### src/rtl/lsu.sv
// Load/store unit: turns an ALU effective address plus rs2 data into a single
// request/acknowledge transaction to data memory and returns extended load data.
// The core is stalled from acceptance until the transaction leaves REQ.
module lsu #(
  parameter int unsigned TIMEOUT = 16
) (
  input  logic        i_clk,
  input  logic        i_rst,
  input  logic        i_valid,
  input  logic        i_we,
  input  logic [2:0]  i_funct3,
  input  logic [31:0] i_addr,
  input  logic [31:0] i_st_data,
  output logic        o_stall,
  output logic [31:0] o_ld_data,
  output logic        o_ld_valid,
  output logic        o_exc,
  output logic        o_bus_err,
  output logic        o_mem_req,
  output logic        o_mem_we,
  output logic [31:0] o_mem_addr,
  output logic [31:0] o_mem_wdata,
  output logic [3:0]  o_mem_bmask,
  input  logic        i_mem_ack,
  input  logic [31:0] i_mem_rdata
);

  typedef enum logic [1:0] {StIdle, StReq, StDone} state_e;

  localparam logic [7:0] CntLast = 8'(TIMEOUT - 1);

  state_e      state_q;
  logic [7:0]  cnt_q;
  logic [2:0]  funct3_q;
  logic [1:0]  off_q;
  logic        load_q;
  logic        mem_req_q;
  logic        mem_we_q;
  logic [31:0] mem_addr_q;
  logic [31:0] mem_wdata_q;
  logic [3:0]  mem_bmask_q;
  logic [31:0] ld_data_q;
  logic        ld_valid_q;
  logic        bus_err_q;

  logic        legal;
  logic [31:0] wdata_d;
  logic [3:0]  bmask_d;

  // Decode access legality (alignment and funct3) for the presented instruction.
  always_comb begin
    legal = 1'b0;
    if (i_we) begin
      unique case (i_funct3)
        3'b000:  legal = 1'b1;
        3'b001:  legal = ~i_addr[0];
        3'b010:  legal = (i_addr[1:0] == 2'b00);
        default: legal = 1'b0;
      endcase
    end else begin
      unique case (i_funct3)
        3'b000, 3'b100: legal = 1'b1;
        3'b001, 3'b101: legal = ~i_addr[0];
        3'b010:         legal = (i_addr[1:0] == 2'b00);
        default:        legal = 1'b0;
      endcase
    end
  end

  // Replicate store data across lanes and build the byte mask; loads read the full word.
  always_comb begin
    wdata_d = '0;
    bmask_d = 4'b1111;
    if (i_we) begin
      unique case (i_funct3[1:0])
        2'b00: begin
          wdata_d = {4{i_st_data[7:0]}};
          bmask_d = 4'b0001 << i_addr[1:0];
        end
        2'b01: begin
          wdata_d = {2{i_st_data[15:0]}};
          bmask_d = 4'b0011 << i_addr[1:0];
        end
        default: begin
          wdata_d = i_st_data;
          bmask_d = 4'b1111;
        end
      endcase
    end
  end

  // Select the addressed byte/half of the returned word and extend it.
  function automatic logic [31:0] extract(input logic [31:0] w, input logic [2:0] f3,
                                          input logic [1:0] off);
    logic [31:0] s;
    s = w >> {off, 3'b000};
    unique case (f3)
      3'b000:  return {{24{s[7]}}, s[7:0]};
      3'b001:  return {{16{s[15]}}, s[15:0]};
      3'b100:  return {24'h0, s[7:0]};
      3'b101:  return {16'h0, s[15:0]};
      default: return w;
    endcase
  endfunction

  // Transaction FSM; all memory-side and result outputs are registered here.
  always_ff @(posedge i_clk) begin
    if (i_rst) begin
      state_q     <= StIdle;
      cnt_q       <= '0;
      funct3_q    <= '0;
      off_q       <= '0;
      load_q      <= 1'b0;
      mem_req_q   <= 1'b0;
      mem_we_q    <= 1'b0;
      mem_addr_q  <= '0;
      mem_wdata_q <= '0;
      mem_bmask_q <= '0;
      ld_data_q   <= '0;
      ld_valid_q  <= 1'b0;
      bus_err_q   <= 1'b0;
    end else begin
      unique case (state_q)
        StIdle: begin
          if (i_valid && legal) begin
            state_q     <= StReq;
            cnt_q       <= '0;
            funct3_q    <= i_funct3;
            off_q       <= i_addr[1:0];
            load_q      <= ~i_we;
            mem_req_q   <= 1'b1;
            mem_we_q    <= i_we;
            mem_addr_q  <= {i_addr[31:2], 2'b00};
            mem_wdata_q <= wdata_d;
            mem_bmask_q <= bmask_d;
          end
        end
        StReq: begin
          // Ack takes priority over a timeout landing in the same cycle.
          if (i_mem_ack || cnt_q == CntLast) begin
            state_q     <= StDone;
            mem_req_q   <= 1'b0;
            mem_we_q    <= 1'b0;
            mem_addr_q  <= '0;
            mem_wdata_q <= '0;
            mem_bmask_q <= '0;
            bus_err_q   <= ~i_mem_ack;
            ld_valid_q  <= i_mem_ack & load_q;
            ld_data_q   <= (i_mem_ack && load_q) ? extract(i_mem_rdata, funct3_q, off_q) : '0;
          end else begin
            cnt_q <= cnt_q + 8'd1;
          end
        end
        StDone: begin
          state_q    <= StIdle;
          ld_valid_q <= 1'b0;
          bus_err_q  <= 1'b0;
          ld_data_q  <= '0;
        end
        default: state_q <= StIdle;
      endcase
    end
  end

  assign o_stall     = ((state_q == StIdle) && i_valid && legal) || (state_q == StReq);
  assign o_exc       = (state_q == StIdle) && i_valid && !legal;
  assign o_mem_req   = mem_req_q;
  assign o_mem_we    = mem_we_q;
  assign o_mem_addr  = mem_addr_q;
  assign o_mem_wdata = mem_wdata_q;
  assign o_mem_bmask = mem_bmask_q;
  assign o_ld_data   = ld_data_q;
  assign o_ld_valid  = ld_valid_q;
  assign o_bus_err   = bus_err_q;

endmodule

### config.mk
export PLATFORM = sky130hd
export DESIGN_NAME = lsu
export DESIGN_NICKNAME = d
export VERILOG_FILES = /design/src/rtl/lsu.sv
export SDC_FILE = /design/constraint.sdc
export NUM_CORES = 1
export LEC_CHECK = 0
export CORE_UTILIZATION = 41
export DETAILED_ROUTE_END_ITERATION = 6
export PLACE_DENSITY = 0.76
export SYNTH_ARGS = -nofsm -noshare
export SYNTH_HDL_FRONTEND = slang
export SYNTH_SLANG_ARGS = --single-unit
### constraint.sdc
create_clock -name i_clk -period 2.4 [get_ports i_clk]
set_input_delay 0.6 -clock i_clk [delete_from_list [all_inputs] [get_ports i_clk]]
set_output_delay 0.6 -clock i_clk [all_outputs]
set_load 0.01 [all_outputs]
==> out/qor.yml <==
yosys:
  synthDistinctLibCells: 57
  ys_seq_area_share_pct: 43.71
  synth_mux_area_share_pct: 7.664
  synth_fa_ha_area_share_pct: 0.2315
  async_flop_share_pct: 0
  synth_compound_area_share_pct: 24.82
  synthCells: 589
  synth_area_um2: 5404
  synth_top_family_by_area: "compound AO/OA/AOI/OAI gates"
  synth_most_common_cell: "dfxtp_1"
  synthFlopType: "dfxtp_1"
  synth_enable_flop_cells: 0
  ys_ff_latch: 118
  synth_top_area_cell: "dfxtp_1"
  synth_xor_area_share_pct: 0.3241
  synthTopCellsByCount: "dfxtp_1, nand3_1, o21ai_0"
  ys_warn_count: 0
  synth_top_area_share_pct: 43.71
  synth-simple-area-share_pct: 16.42
  synth_area_per_cell_um2: 9.175
  synth.area.top_cells: "dfxtp_1, nand3_1, mux2i_1"
worst_setup_path:
  cp_slowest_stage_delay_ps: 560
  crit_fanout: 3
  critPathRequiredTime_ps: 1800
  r2r_cells: 5
  cpMaxStageDelayCell: "or4_4"
  path_cells: "clkdlybuf4s15_1 > or4_4 > a21o_4 > nand2_4 > buf_6"
  path_depth: 5
  cp_top_family: "simple AND/OR/NAND/NOR gates"
  cp-end-kind: "output pin"
  startpoint_type: "input pin"
  crit_arrival_ps: 1760
  cp_num_buf_inv: 2
  path_class: "in2out"
run_status:
  run_status: "finished, final reports clean"
placed_design:
  place_ws_ps: -718.9
  port_buffers: 207
  hpwl_um: 12850
  place_area_um2: 7706
  gp_congestion: 0.8824
  placedCellCount: 942
die:
  die_x_um: 116.8
  rows: 41
  core_um2: 12720
  initial_core_util_pct: 42.48
  io_pins: 210
  die-area_um2: 13640
  fp.dieH_um: 116.8
final_layout:
  final_nets: 895
  fin_cells: 975
  final_util_pct: 65.57
  diodes: 0
  area_delta_synth_final_pct: 54.36
  fin_area_um2: 8342
  drive_gt1_share_pct: 11.46
routing:
  first_pass_iters: 5
  route.detailed.drc: 0
  postRouteAntennaNets: 0
  wl_um: 17720
  wl_per_cell_um: 18.17
  via_per_inst: 5.596
  vias: 5456
  drt_first_iter_violations: 415
clock_tree:
  cts_tree: "built"
  clkTransAtPathRegs_ps: 50
  cts.sinks: 118
  clockBufferDepth: 2
  root_buffer: "clkbuf_16"
  htreeDepth: 4
  numCtsBuffers: 17
  clk-insertion-delay-late_ps: 410
power:
  p_leak_nw: 3.085
  p_per_area_nw_per_um2: 652.6
  ir_drop_mv: 0.5112
  power_mw: 5.444
sta:
  setup_viol: 0
  slew_headroom_pct: 23.64
  hold_viol_final: 0
  fin_crit_ps: 2361
  period_share_pct: 98.38
  rsz0062_at_grt: "no"
  setup_slack_ps: 38.82
  fin_skew_ps: 12.35
  max_slew.worst_pin.slew_ps: 1143
  max_freq_mhz: 423.5
  slew_viol_final: 0
grt:
  antenna_found_initial: 0
  grtUsageMet1_pct: 28.44
  grtUsageTotal_pct: 26.23
  busiest_layer: "met2"
  met2_usage_pct: 45.96
  grt_use_met3_pct: 9.166
  grt_pass1_wl_um: 27280
  grt_pass1_vias: 5386
  grt_max_degree: 91
  grt-ovfl-total: 0
worst_hold_path:
  hp-class: "reg2reg"
  min_delay_path_depth: 2
flow_run:
  maxCapViolCount: 0
[routing by layer]
metal,routed length [um],vias to the layer above
li1,-,2601
met1,6806,2587
met2,8778,231
met3,1589,37
met4,544,0
met5,0,-
[final timing paths]
check / endpoint / from / slack [ps]
worst max-delay path: o_stall / i_funct3[2] / 40
worst min-delay path: o_mem_req / o_mem_req / 450
worst max register to register: o_mem_wdata[23] / cnt_q[0] / 270
worst min register to register: o_mem_req / o_mem_req / 450
[registers in the layout, indices dropped and copies added (netlist names)]
| signal | count |
|---|---|
| cnt_q | 8 |
| funct3_q | 3 |
| load_q | 1 |
| o_bus_err | 1 |
| o_ld_data | 32 |
| o_ld_valid | 1 |
| o_mem_addr | 30 |
| o_mem_bmask | 4 |
| o_mem_req | 1 |
| o_mem_wdata | 32 |
| o_mem_we | 1 |
| off_q | 2 |
| state_q | 2 |
[cell type report]
type / instances / area [um^2]
inverters: 15 / 56.30
fillers: 1077 / 4380
flip-flops and latches: 118 / 2362
well taps: 172 / 215.2
clock inverters: 9 / 147.6
repair buffers: 241 / 2376
clock buffers: 23 / 478.0
multi-input cells: 397 / 2706
[through the flow]
stage          TNS, ps  hold slack, ps
2_1_floorplan        0           450.4
3_3_place_gp    -24740           437.9
3_5_place_dp    -28790           446.4
4_1_cts              0           455.4
5_1_grt              0           475.9
6_report             0           450.2
[worst reg2reg max path, cell delays in order (launching register included)]
cell and delay [ps]:
dfxtp_1 330, ha_1 250, nand4b_1 180, o21bai_2 130, a211oi_2 970, o2bb2ai_1 200
[what timing repair did]
| item | 4_1_cts | 5_1_grt |
|---|---|---|
| pin swaps | 3 | 1 |
| setup endpoints to repair | 3 | 1 |
| hold buffers | 0 | 0 |
| buffers inserted | 1 | 0 |
| resized for setup | 26 | 2 |
[cells by family (layout without fill, tap and decap cells)]
family,count (synthesis),after routing
multiplexers,40,40
flip-flops,118,118
adder cells (fa/ha/maj),1,1
XOR/XNOR,2,2
other,1,2
AND/OR/NAND/NOR,175,175
AO/OA/AOI/OAI,177,177
buffers and inverters,75,288
[where the power goes]
| part | internal (mW) | leakage [nW] | switching [mW] |
|---|---|---|---|
| clock network | 1.81 | 0.307 | 0.863 |
| logic | 0.373 | 1.82 | 0.345 |
| registers | 2.02 | 0.956 | 0.0350 |
| total | 4.20 | 3.08 | 1.24 |
[cell usage in the layout, fill, tap and decap left out, types with 17 or more instances in the layout]
master | netlist | routed
buf_4 | 4 | 28
o2bb2ai_1 | 23 | 23
nand3_1 | 91 | 91
mux2i_1 | 38 | 38
dfxtp_1 | 118 | 118
clkdlybuf4s50_1 | 0 | 198
clkbuf_16 | 0 | 17
o21ai_0 | 64 | 64
nand2_1 | 36 | 35
a221o_1 | 25 | 25
No activity file was read; power rests on OpenSTA's default activity.
